==> config.mk <==
export PLATFORM = sky130hd
export DESIGN_NAME = fifo_rd_arb
export DESIGN_NICKNAME = d
export VERILOG_FILES = /design/src/rtl/fifo_arb_pkg.sv /design/src/rtl/rr_pick.sv /design/src/rtl/fifo_rd_arb.sv
export SDC_FILE = /design/constraint.sdc
export NUM_CORES = 1
export LEC_CHECK = 0
export BUFFER_PORTS_ARGS = -buffer_cell sky130_fd_sc_hd__buf_4
export CAP_MARGIN = 40
export CORE_MARGIN = 4
export CORE_UTILIZATION = 43
export CTS_CLUSTER_SIZE = 12
export DETAILED_ROUTE_END_ITERATION = 10
export PLACE_DENSITY = 0.75
export REMOVE_ABC_BUFFERS = 1
export SYNTH_ARGS = -nofsm -noshare
export SYNTH_HDL_FRONTEND = slang
export SYNTH_SLANG_ARGS = --single-unit
==> constraint.sdc <==
create_clock -name rd_clk -period 2.18 [get_ports rd_clk]
set_input_delay 0.545 -clock rd_clk [delete_from_list [all_inputs] [get_ports rd_clk]]
set_output_delay 0.545 -clock rd_clk [all_outputs]
set_load 0.1 [all_outputs]
==> src/rtl/fifo_arb_pkg.sv <==
// Shared definitions for the async-FIFO read-side arbiter: default sizing
// and the two-state arbitration FSM encoding.
package fifo_arb_pkg;

    localparam int NCH_DEF   = 4;
    localparam int DSIZE_DEF = 8;
    localparam int BURST_DEF = 4;

    typedef enum logic {
        IDLE  = 1'b0,
        GRANT = 1'b1
    } arb_state_e;

endpackage : fifo_arb_pkg

==> src/rtl/rr_pick.sv <==
// Rotating-priority picker: starting one past the last served channel, return
// the first requesting channel (wrapping modulo NCH) and whether any requested.
module rr_pick #(
    parameter int NCH = 4,
    localparam int CW = $clog2(NCH)
) (
    input  logic [NCH-1:0] req_i,
    input  logic [CW-1:0]  last_i,
    output logic           hit_o,
    output logic [CW-1:0]  idx_o
);

    logic          hit_s;
    logic [CW-1:0] idx_s;
    logic [CW-1:0] cand_s;
    logic          take_s;

    // Walk last+1 .. last+NCH and latch the first requester seen.
    always_comb begin
        hit_s  = 1'b0;
        idx_s  = '0;
        cand_s = '0;
        take_s = 1'b0;
        for (int k = 1; k <= NCH; k++) begin
            cand_s = CW'((int'(last_i) + k) % NCH);
            take_s = ~hit_s & req_i[cand_s];
            hit_s  = hit_s | take_s;
            idx_s  = take_s ? cand_s : idx_s;
        end
    end

    assign hit_o = hit_s;
    assign idx_o = idx_s;

endmodule : rr_pick

==> src/rtl/fifo_rd_arb.sv <==
// Round-robin read arbiter over NCH show-ahead FIFOs sharing rd_clk.
// A grant pops up to BURST words from one channel into a registered output
// stage, then always returns to IDLE for one rearbitration cycle.
module fifo_rd_arb
    import fifo_arb_pkg::*;
#(
    parameter int NCH   = NCH_DEF,
    parameter int DSIZE = DSIZE_DEF,
    parameter int BURST = BURST_DEF,
    localparam int CW   = $clog2(NCH)
) (
    input  logic                 rd_clk,
    input  logic                 rd_rst_n,
    input  logic [NCH-1:0]       rd_empty,
    input  logic [NCH*DSIZE-1:0] rd_data_bus,
    output logic [NCH-1:0]       rd_en,
    input  logic [NCH-1:0]       ch_en,
    output logic                 out_valid,
    input  logic                 out_ready,
    output logic [DSIZE-1:0]     out_data,
    output logic [CW-1:0]        out_ch,
    output logic                 busy
);

    // Beat count value at which the current pop is the last of the burst.
    localparam logic [7:0] LAST_BEAT = 8'(BURST - 1);

    arb_state_e       state_q, state_d;
    logic [CW-1:0]    gnt_q, gnt_d;
    logic [CW-1:0]    last_q, last_d;
    logic [7:0]       bcnt_q, bcnt_d;
    logic             out_valid_q, out_valid_d;
    logic [DSIZE-1:0] out_data_q, out_data_d;
    logic [CW-1:0]    out_ch_q, out_ch_d;

    logic [NCH-1:0]   req_s;
    logic             hit_s;
    logic [CW-1:0]    idx_s;
    logic             accept_s;
    logic             pop_s;
    logic [NCH-1:0]   rd_en_s;
    logic [DSIZE-1:0] head_s;

    // A channel competes only when it has data and is enabled.
    assign req_s    = ~rd_empty & ch_en;
    // The output register can take a new word when empty or being drained.
    assign accept_s = ~out_valid_q | out_ready;
    assign head_s   = rd_data_bus[int'(gnt_q)*DSIZE +: DSIZE];

    rr_pick #(
        .NCH (NCH)
    ) u_pick (
        .req_i  (req_s),
        .last_i (last_q),
        .hit_o  (hit_s),
        .idx_o  (idx_s)
    );

    // Arbitration FSM: pick in IDLE, pop in GRANT, leave on burst end/empty/disable.
    always_comb begin
        state_d = state_q;
        gnt_d   = gnt_q;
        last_d  = last_q;
        bcnt_d  = bcnt_q;
        pop_s   = 1'b0;
        rd_en_s = '0;
        case (state_q)
            IDLE: begin
                if (hit_s) begin
                    state_d = GRANT;
                    gnt_d   = idx_s;
                    bcnt_d  = 8'd0;
                end else begin
                    state_d = IDLE;
                end
            end
            GRANT: begin
                pop_s          = ~rd_empty[gnt_q] & ch_en[gnt_q] & accept_s;
                rd_en_s[gnt_q] = pop_s;
                if (pop_s) begin
                    bcnt_d = bcnt_q + 8'd1;
                end else begin
                    bcnt_d = bcnt_q;
                end
                if ((pop_s && (bcnt_q == LAST_BEAT)) || rd_empty[gnt_q] || !ch_en[gnt_q]) begin
                    state_d = IDLE;
                    last_d  = gnt_q;
                end else begin
                    state_d = GRANT;
                end
            end
            default: begin
                state_d = IDLE;
            end
        endcase
    end

    // Output stage: load on pop, drop valid on handshake without pop, else hold.
    always_comb begin
        out_valid_d = out_valid_q;
        out_data_d  = out_data_q;
        out_ch_d    = out_ch_q;
        if (pop_s) begin
            out_valid_d = 1'b1;
            out_data_d  = head_s;
            out_ch_d    = gnt_q;
        end else if (out_valid_q && out_ready) begin
            out_valid_d = 1'b0;
        end else begin
            out_valid_d = out_valid_q;
        end
    end

    // FSM state, grant and burst bookkeeping; last starts at NCH-1 so ch0 wins first.
    always_ff @(posedge rd_clk or negedge rd_rst_n) begin
        if (!rd_rst_n) begin
            state_q <= IDLE;
            gnt_q   <= '0;
            last_q  <= CW'(NCH - 1);
            bcnt_q  <= 8'd0;
        end else begin
            state_q <= state_d;
            gnt_q   <= gnt_d;
            last_q  <= last_d;
            bcnt_q  <= bcnt_d;
        end
    end

    // Registered output word; reset discards any word still held.
    always_ff @(posedge rd_clk or negedge rd_rst_n) begin
        if (!rd_rst_n) begin
            out_valid_q <= 1'b0;
            out_data_q  <= '0;
            out_ch_q    <= '0;
        end else begin
            out_valid_q <= out_valid_d;
            out_data_q  <= out_data_d;
            out_ch_q    <= out_ch_d;
        end
    end

    assign rd_en     = rd_en_s;
    assign busy      = (state_q == GRANT);
    assign out_valid = out_valid_q;
    assign out_data  = out_data_q;
    assign out_ch    = out_ch_q;

endmodule : fifo_rd_arb

==> results of run 1 <==
==> cell usage in the layout (no fill, tap or decap), types with 2 or more instances in the layout <==
master	n
a21oi_1	3
a31oi_1	2
and3_1	2
buf_4	71
buf_6	3
clkbuf_4	3
dfrtp_1	22
dfstp_2	2
inv_1	2
mux2_2	12
mux2i_1	5
mux4_2	9
nand2_1	10
nand2b_1	5
nand3_1	3
nand4_1	4
nor2_1	6
nor2b_1	6
nor3_1	3
nor3b_2	2
nor4_1	2
o211ai_1	2
o21ai_0	5
o31ai_1	2
or4_1	2
==> flip-flops by register name (all words and copies together), names as in the netlist <==
signal     cells
busy           1
last_q         2
out_valid      1
out_data       8
gnt_q          2
out_ch         2
bcnt_q         8
==> cells by family (layout without fill, tap and decap cells) <==
logic type               count (synthesis)  in the layout  share of synthesized area
flip-flops                              24             24                      0.406
buffers and inverters                    9             81                     0.0328
adder cells (fa/ha/maj)                  1              1                    0.00842
multiplexers                            27             27                      0.279
AO/OA/AOI/OAI                           18             18                     0.0833
AND/OR/NAND/NOR                         50             50                      0.191
==> report_power, final <==
| part | switching, mW | total [mW] | leakage (nW) | internal [mW] |
|---|---|---|---|---|
| Clock | 0.127 | 0.198 | 0.0150 | 0.0714 |
| Combinational | 1.42 | 2.14 | 0.670 | 0.716 |
| Sequential | 0.134 | 0.759 | 0.299 | 0.624 |
==> final timing paths <==
| kind | depth (start not counted) | slack, ns | end | start |
|---|---|---|---|---|
| max | 4 | -0.17 | rd_en[3] | gnt_q[0] |
| min | 1 | 0.11 | out_data[4] | rd_rst_n |
| max reg2reg | 5 | 0.21 | last_q[1] | gnt_q[0] |
| min reg2reg | 1 | 0.52 | bcnt_q[5] | bcnt_q[5] |
| max in group asynchronous | 1 | 1.78 | last_q[1] | rd_rst_n |
| min in group rd_clk | 1 | 0.52 | bcnt_q[5] | bcnt_q[5] |
==> layout make-up <==
cell class	count	area, sq um
inverter	2	7.51
tap	46	57.6
multi-input combinational	96	862
timing repair buffer	75	587
clock buffer	4	26.3
sequential	24	603
fill	263	1190
==> timing repair <==
| item | 4_1_cts | 5_1_grt |
|---|---|---|
| resized for setup | 11 | 0 |
| buffers inserted | 1 | 1 |
| endpoints found under the setup margin | 4 | 4 |
| pin swaps | 2 | 2 |
| endpoints found under the hold margin | 0 | 0 |
==> metal layers <==
layer  share of wire  routed length, um  up-vias  track usage
met5               0                  0        -            0
met4          0.0064                 25        0       0.0355
met3           0.086                336        2       0.0371
met2            0.53               2080       53        0.361
met1            0.38               1470      660        0.212
li1                -                  -      637            -
==> metrics by stage <==
step | setup WS (ns) | cells
6_report | -0.172 | 247
5_1_grt | -0.246 | 247
3_3_place_gp | -0.243 | 241
2_1_floorplan | -2.09 | 122
4_1_cts | -0.186 | 246
3_5_place_dp | -0.272 | 241
==> impl_metrics.ini, run 1 <==
[drt]
ant_nets = 0
dr.first_iter.drc_count = 45
drtPass1Iterations = 4
via_per_inst = 5.47
wl_per_cell_um = 15.9
wirelength_um = 3920
via_count = 1352
post-route-drc-count = 0

[timing]
whs_ns = 0.106
setup_viol = 4
period_needed_ns = 2.35
layout_setup_ws_ns = -0.172
fin_tns_setup_ns = -0.453
fmax_ghz = 0.425
hold_viol_final = 0
rsz0062_at_grt = yes
tightest_slew_ns = 0.420
slew_headroom = 0.717
skew_ns = 0.00604
final-max-slew-violation-count = 0
period_share = 1.08

[setup_path]
worst-setup-path-type = flop to primary output
cp-end-kind = primary output
cp.arrival_ns = 1.81
path_max_fanout = 3
worstSetupStartpointType = flop
worst_ep_required_time_ns = 1.63
path_delay_family = multiplexers
cp_slowest_stage_delay_ns = 0.58
critPathBufInv = 1
path_cells = mux4_2, nor2_4, and3_4, buf_12
slowest_stage = mux4_2

[synthesis]
synth.most_common_cell = dfrtp_1
synthesis.area_sq_um = 1490
ys_ff_latch = 24
ys_warn_count = 0
synth_area_leader_cell = dfrtp_1
ys_top_cells_by_count = 22 x dfrtp_1, 12 x mux2_2, 10 x nand2_1, 9 x mux4_2
ys.flop_type = dfrtp_1
yosysUniqueCellTypes = 34
synth_area_leaders = dfrtp_1 37%, mux4_2 14%, mux2_2 9.1%
synth_edf_count = 0
synth_top_area_frac = 0.370
ys_async_sr_fraction = 1.00
netlist_instances = 129
ys_seq_area_frac = 0.406
synth_area_per_cell_sq_um = 11.5

[placed_design]
hpwl_um = 3060
port_buffers = 58
gp_congestion = 0.932
placed_area_sq_um = 2050

[clock_tree]
clk_path_buf_depth = 2
numCtsBuffers = 3
clk_pin_slew_ns = 0.13
clkLatencyLatePin_ns = 0.31
htree_num_levels = 1
clock_sinks = 24
cts_hold_buf = 0
root_buffer = clkbuf_4
tritoncts = done

[global_routing]
grt_max_degree = 25
grt_pass1_wl_um = 6460
grt_pass1_vias = 1396
grt_usage = 0.188
antenna_found_initial = 0
overflow = 0

[layout]
utilization = 0.642
drive_gt1_frac = 0.537
antenna_cells = 0
area_growth_pct = 44.2
nNetsFinal = 246
stdcell_area_sq_um = 2140

[floorplanning]
fp.dieArea_sq_um = 4460
io_pins = 59
start_util = 0.445
rows = 21
die_w_um = 66.8
core_area_sq_um = 3340
die_h_um = 66.8

[power_and_ir_drop]
power.total_mw = 3.09
ir_worst_vdd_mv = 0.564
power_density_nw_per_um2 = 1440
p_leak_nw = 0.985

[min_path]
min_path_type = primary input to asynchronous set/reset pin

[status]
violations = negative setup slack
run_status = finished, violations left

[flow_run]
max_cap_viol_count = 0
No activity file was read; power rests on OpenSTA's default activity.
==> run 2: changes to the inputs <==
Settings changed: HOLD_SLACK_MARGIN set to 0.02, PLACE_DENSITY 0.75 to 0.78.
==> run 2 against run 1 <==
  * The run still ends with negative setup slack left
  * Register-to-register slack better by 0.03 ns
  * Total power up 5.4%
  * Count of clock-buffer cells in the layout is 1 lower
  * Setup slack got worse by 0.012 ns
  * Sequential power grew 3%
  * Global-route usage increased by 1.3 points
  * Cell area up 2.7%
  * Largest cell class unchanged
==> impl_metrics.ini, run 2 (synthesis results as in run 1) <==
[floorplanning]
rows = 21
die_h_um = 66.8
start_util = 0.445
die_w_um = 66.8
io_pins = 59
fp.dieArea_sq_um = 4460
core_area_sq_um = 3340

[drt]
via_per_inst = 5.55
wirelength_um = 4160
ant_nets = 0
drtPass1Iterations = 4
post-route-drc-count = 0
dr.first_iter.drc_count = 44
via_count = 1366
wl_per_cell_um = 16.9

[timing]
period_share = 1.08
layout_setup_ws_ns = -0.184
tightest_slew_ns = 0.416
skew_ns = 0.0147
hold_viol_final = 0
period_needed_ns = 2.36
slew_headroom = 0.720
fin_tns_setup_ns = -0.629
setup_viol = 4
rsz0062_at_grt = yes
final-max-slew-violation-count = 0
fmax_ghz = 0.423

[layout]
register_area_sq_um = 604
antenna_cells = 0
nNetsFinal = 245
multiInputGateArea_sq_um = 880
drive_gt1_frac = 0.550
fill_cells = 260
final_cell_mix = 70 x buf_4, 21 x dfrtp_1, 12 x mux2_2
area_growth_pct = 48.1
final_common_cell = buf_4

[clock_tree]
root_buffer = clkbuf_4
clk_path_buf_depth = 2
numCtsBuffers = 3
clock_sinks = 24
tritoncts = done
cts_hold_buf = 0
clkLatencyLatePin_ns = 0.33
clk_pin_slew_ns = 0.15
htree_num_levels = 1

[placed_design]
gp_congestion = 0.942
hpwl_um = 3260
port_buffers = 58

[min_path]
min_path_type = primary input to asynchronous set/reset pin

[setup_path]
slowest_stage = mux4_2
worst-setup-path-type = primary input to primary output
critPathBufInv = 2
cp.arrival_ns = 1.82
path_cells = buf_4, nand2b_1, mux4_2, nor2_4, and3_4, buf_12
path_delay_family = multiplexers
cp_slowest_stage_delay_ns = 0.53
cp-end-kind = primary output
worstSetupStartpointType = primary input
worst_ep_required_time_ns = 1.63
path_max_fanout = 2

[global_routing]
grt_usage = 0.201
grt_pass1_wl_um = 6690
grt_max_degree = 25
grt_pass1_vias = 1508
overflow = 0
antenna_found_initial = 0

[status]
run_status = finished, violations left
violations = negative setup slack

[power_and_ir_drop]
ir_worst_vdd_mv = 0.530
clockPowerShare = 0.102
switching_share = 0.528
power_switching_mw = 1.72
power_density_nw_per_um2 = 1480
power.total_mw = 3.26
p_leak_nw = 1.01
p_int_mw = 1.54
pwr-share-seq = 0.239
power_frac_comb = 0.659

[flow_run]
max_cap_viol_count = 0
[run 2: layer usage]
layer  GRT usage  share of wire  up-vias
met2       0.385           0.54       61
met1       0.220           0.38      665
met3      0.0236          0.069        4
met4      0.0812          0.016        0
met5           0              0        -
li1            -              -      636
[run 2: path summary, 6_finish.rpt]
check	start	to	slack, ns	cells past startpoint
max in group asynchronous	rd_rst_n	last_q[1]	1.79	1
max reg2reg	gnt_q[0]	last_q[1]	0.24	5
min in group rd_clk	bcnt_q[5]	bcnt_q[5]	0.53	1
min	rd_rst_n	out_ch[0]	0.08	1
min reg2reg	bcnt_q[5]	bcnt_q[5]	0.53	1
max	rd_empty[2]	rd_en[3]	-0.18	6
[run 2: stage by stage]
step                      area [sq um]  setup WS (ns)  std cells   util  hold WS, ns
after CTS                         2160         -0.207        246  0.648       0.0961
after global placement            2060         -0.244        242  0.617        0.459
after global routing              2200         -0.235        246  0.660       0.0960
after detailed placement          2060         -0.272        242  0.617        0.463
after floorplan                   1450          -2.09        122      -        0.249
final                             2200         -0.184        246  0.660       0.0803
[run 2: layout make-up]
| cell class | count | share of cell area |
|---|---|---|
| Multi-Input combinational cell | 96 | 0.400 |
| Inverter | 2 | 0.00341 |
| Clock buffer | 3 | 0.0102 |
| Tap cell | 46 | 0.0262 |
| Clock inverter | 1 | 0.0136 |
| Timing Repair Buffer | 74 | 0.272 |
| Sequential cell | 24 | 0.275 |
[run 2: timing repair]
item,4_1_cts,5_1_grt
pin swaps,4,1
setup endpoints to repair,4,4
setup buffers,0,0
gates resized for setup,11,9
[run 2: power by group through the flow]
stage | sequential (mW) | clock, mW | combinational [mW]
final | 0.778 | 0.334 | 2.15
after global placement | 0.758 | 0 | 2.03
after detailed placement | 0.778 | 0 | 2.08
after floorplan | 1.65 | 0 | 0.624
after CTS | 0.775 | 0.331 | 2.12
after global routing | 0.799 | 0.347 | 2.25
==> run 3: changes to the inputs <==
Clock period 2.18 ns to 2 ns, I/O delays scaled along.
==> run 3 against run 2 <==
  * The run still ends with negative setup slack left
  * Final cell count unchanged
  * Sequential cell count unchanged
  * Count of clock-buffer cells in the layout increased by 1
  * Largest cell class unchanged
  * Via count decreased by 2.7%
  * Critical path type is now flop to primary output
  * Routed wire length decreased by 9.3%
  * Critical path depth decreased by 2
  * Register-to-register slack got worse by 0.15 ns
==> impl_metrics.ini, run 3 (synthesis results as in run 1) <==
[status]
run_status = finished, violations left
violations = negative setup slack

[drt]
wirelength_um = 3770
wl_per_cell_um = 15.3
drtPass1Iterations = 4
via_per_inst = 5.40
via_count = 1329
ant_nets = 0
dr.first_iter.drc_count = 72
post-route-drc-count = 0

[global_routing]
grt_usage = 0.185
overflow = 0
grt_pass1_wl_um = 6330
grt_max_degree = 25
antenna_found_initial = 0
grt_pass1_vias = 1387

[setup_path]
path_cells = mux4_2, nor2_4, and3_4, buf_12
slowest_stage = mux4_2
cp.arrival_ns = 1.79
worst_ep_required_time_ns = 1.50
cp-end-kind = primary output
path_max_fanout = 3
cp_slowest_stage_delay_ns = 0.57
r2r_slack_ns = 0.09
worst-setup-path-type = flop to primary output
worstSetupStartpointType = flop

[floorplanning]
die_h_um = 66.8
io_pins = 59
die_w_um = 66.8
fp.dieArea_sq_um = 4460
start_util = 0.445
rows = 21
core_area_sq_um = 3340

[power_and_ir_drop]
power.total_mw = 3.38
p_leak_nw = 0.994
power_density_nw_per_um2 = 1550
ir_worst_vdd_mv = 0.515

[placed_design]
gp_congestion = 0.935
hpwl_um = 3000
place_ws_ns = -0.383
placed_cells = 242
port_buffers = 58
placed_area_sq_um = 2060

[layout]
antenna_cells = 0
stdcell_area_sq_um = 2170
register_area_sq_um = 604
stdcell_count = 246
area_growth_pct = 46.3
nNetsFinal = 245
final_cell_mix = 70 x buf_4, 21 x dfrtp_1, 12 x mux2_2
multiInputGateArea_sq_um = 880
drive_gt1_frac = 0.545
final_common_cell = buf_4
fill_cells = 261

[clock_tree]
clk_path_buf_depth = 2
clock_sinks = 24
root_buffer = clkbuf_4
numCtsBuffers = 3
clkLatencyLatePin_ns = 0.32
tritoncts = done
htree_num_levels = 1
cts_hold_buf = 0
clk_pin_slew_ns = 0.13

[timing]
period_share = 1.15
period_needed_ns = 2.29
setup_viol = 4
tightest_slew_ns = 0.362
slew_headroom = 0.756
skew_ns = 0.0138
rsz0062_at_grt = yes
layout_setup_ws_ns = -0.290
fmax_ghz = 0.437
hold_viol_final = 0
final-max-slew-violation-count = 0

[min_path]
min_path_type = primary input to asynchronous set/reset pin

[flow_run]
max_cap_viol_count = 0
-- run 3: cell types whose count changed in the layout (fill, tap and decap cells not counted) --
cell       change
clkbuf_1       +1
bufinv_16      -1
-- run 3: path summary, 6_finish.rpt --
check / depth (start not counted) / startpoint / endpoint
setup / recovery: 4 / gnt_q[0] / rd_en[3]
hold / removal: 1 / rd_rst_n / bcnt_q[2]
setup reg to reg: 4 / gnt_q[0] / bcnt_q[6]
hold reg to reg: 1 / bcnt_q[5] / bcnt_q[5]
max in group asynchronous: 1 / rd_rst_n / last_q[1]
min in group rd_clk: 4 / ch_en[2] / gnt_q[0]
-- run 3: critical path: cells and delay by family, from the launching register on --
| family | cells | cell delay (ns) |
|---|---|---|
| muxes | 1 | 0.57 |
| DFF | 1 | 0.43 |
| and+or+nand+nor | 2 | 0.31 |
| buffers and inverters | 1 | 0.17 |
-- run 3: repair_timing --
item                       CTS  global route
cloned                       0             0
buffers inserted             0             0
pin swaps                    4             1
setup endpoints to repair    4             7
resized for setup           11             9
-- run 3: area by class of cell --
class	instances	share of cell area
multi-input combinational	96	0.404
sequential	24	0.278
inverter	2	0.00345
timing repair buffer	74	0.276
clock buffer	4	0.0121
tap	46	0.0265
-- run 3: layer usage --
metal  part of all wire  global-route usage  vias to the layer above  routed length, um
met5                  0                   0                        -                  0
met4              0.011              0.0457                        0                 42
met3              0.078              0.0304                        4                293
met2               0.52               0.335                       63               1950
met1               0.39               0.225                      626               1480
li1                   -                   -                      636                  -
-- run 3: power breakdown --
group	internal (mW)	switching [mW]	total (mW)
clock	0.0780	0.139	0.217
sequential	0.682	0.161	0.843
combinational	0.791	1.53	2.32
total	1.55	1.83	3.38
-- run 3: through the flow --
| step | TNS (ns) | hold slack (ns) | util |
|---|---|---|---|
| floorplan | -8.60 | 0.204 | - |
| global placement | -1.90 | 0.414 | 0.617 |
| detailed placement | -2.70 | 0.417 | 0.617 |
| CTS | -1.16 | 0.0545 | 0.640 |
| global route | -1.37 | 0.0541 | 0.652 |
| finish | -1.04 | 0.0482 | 0.652 |
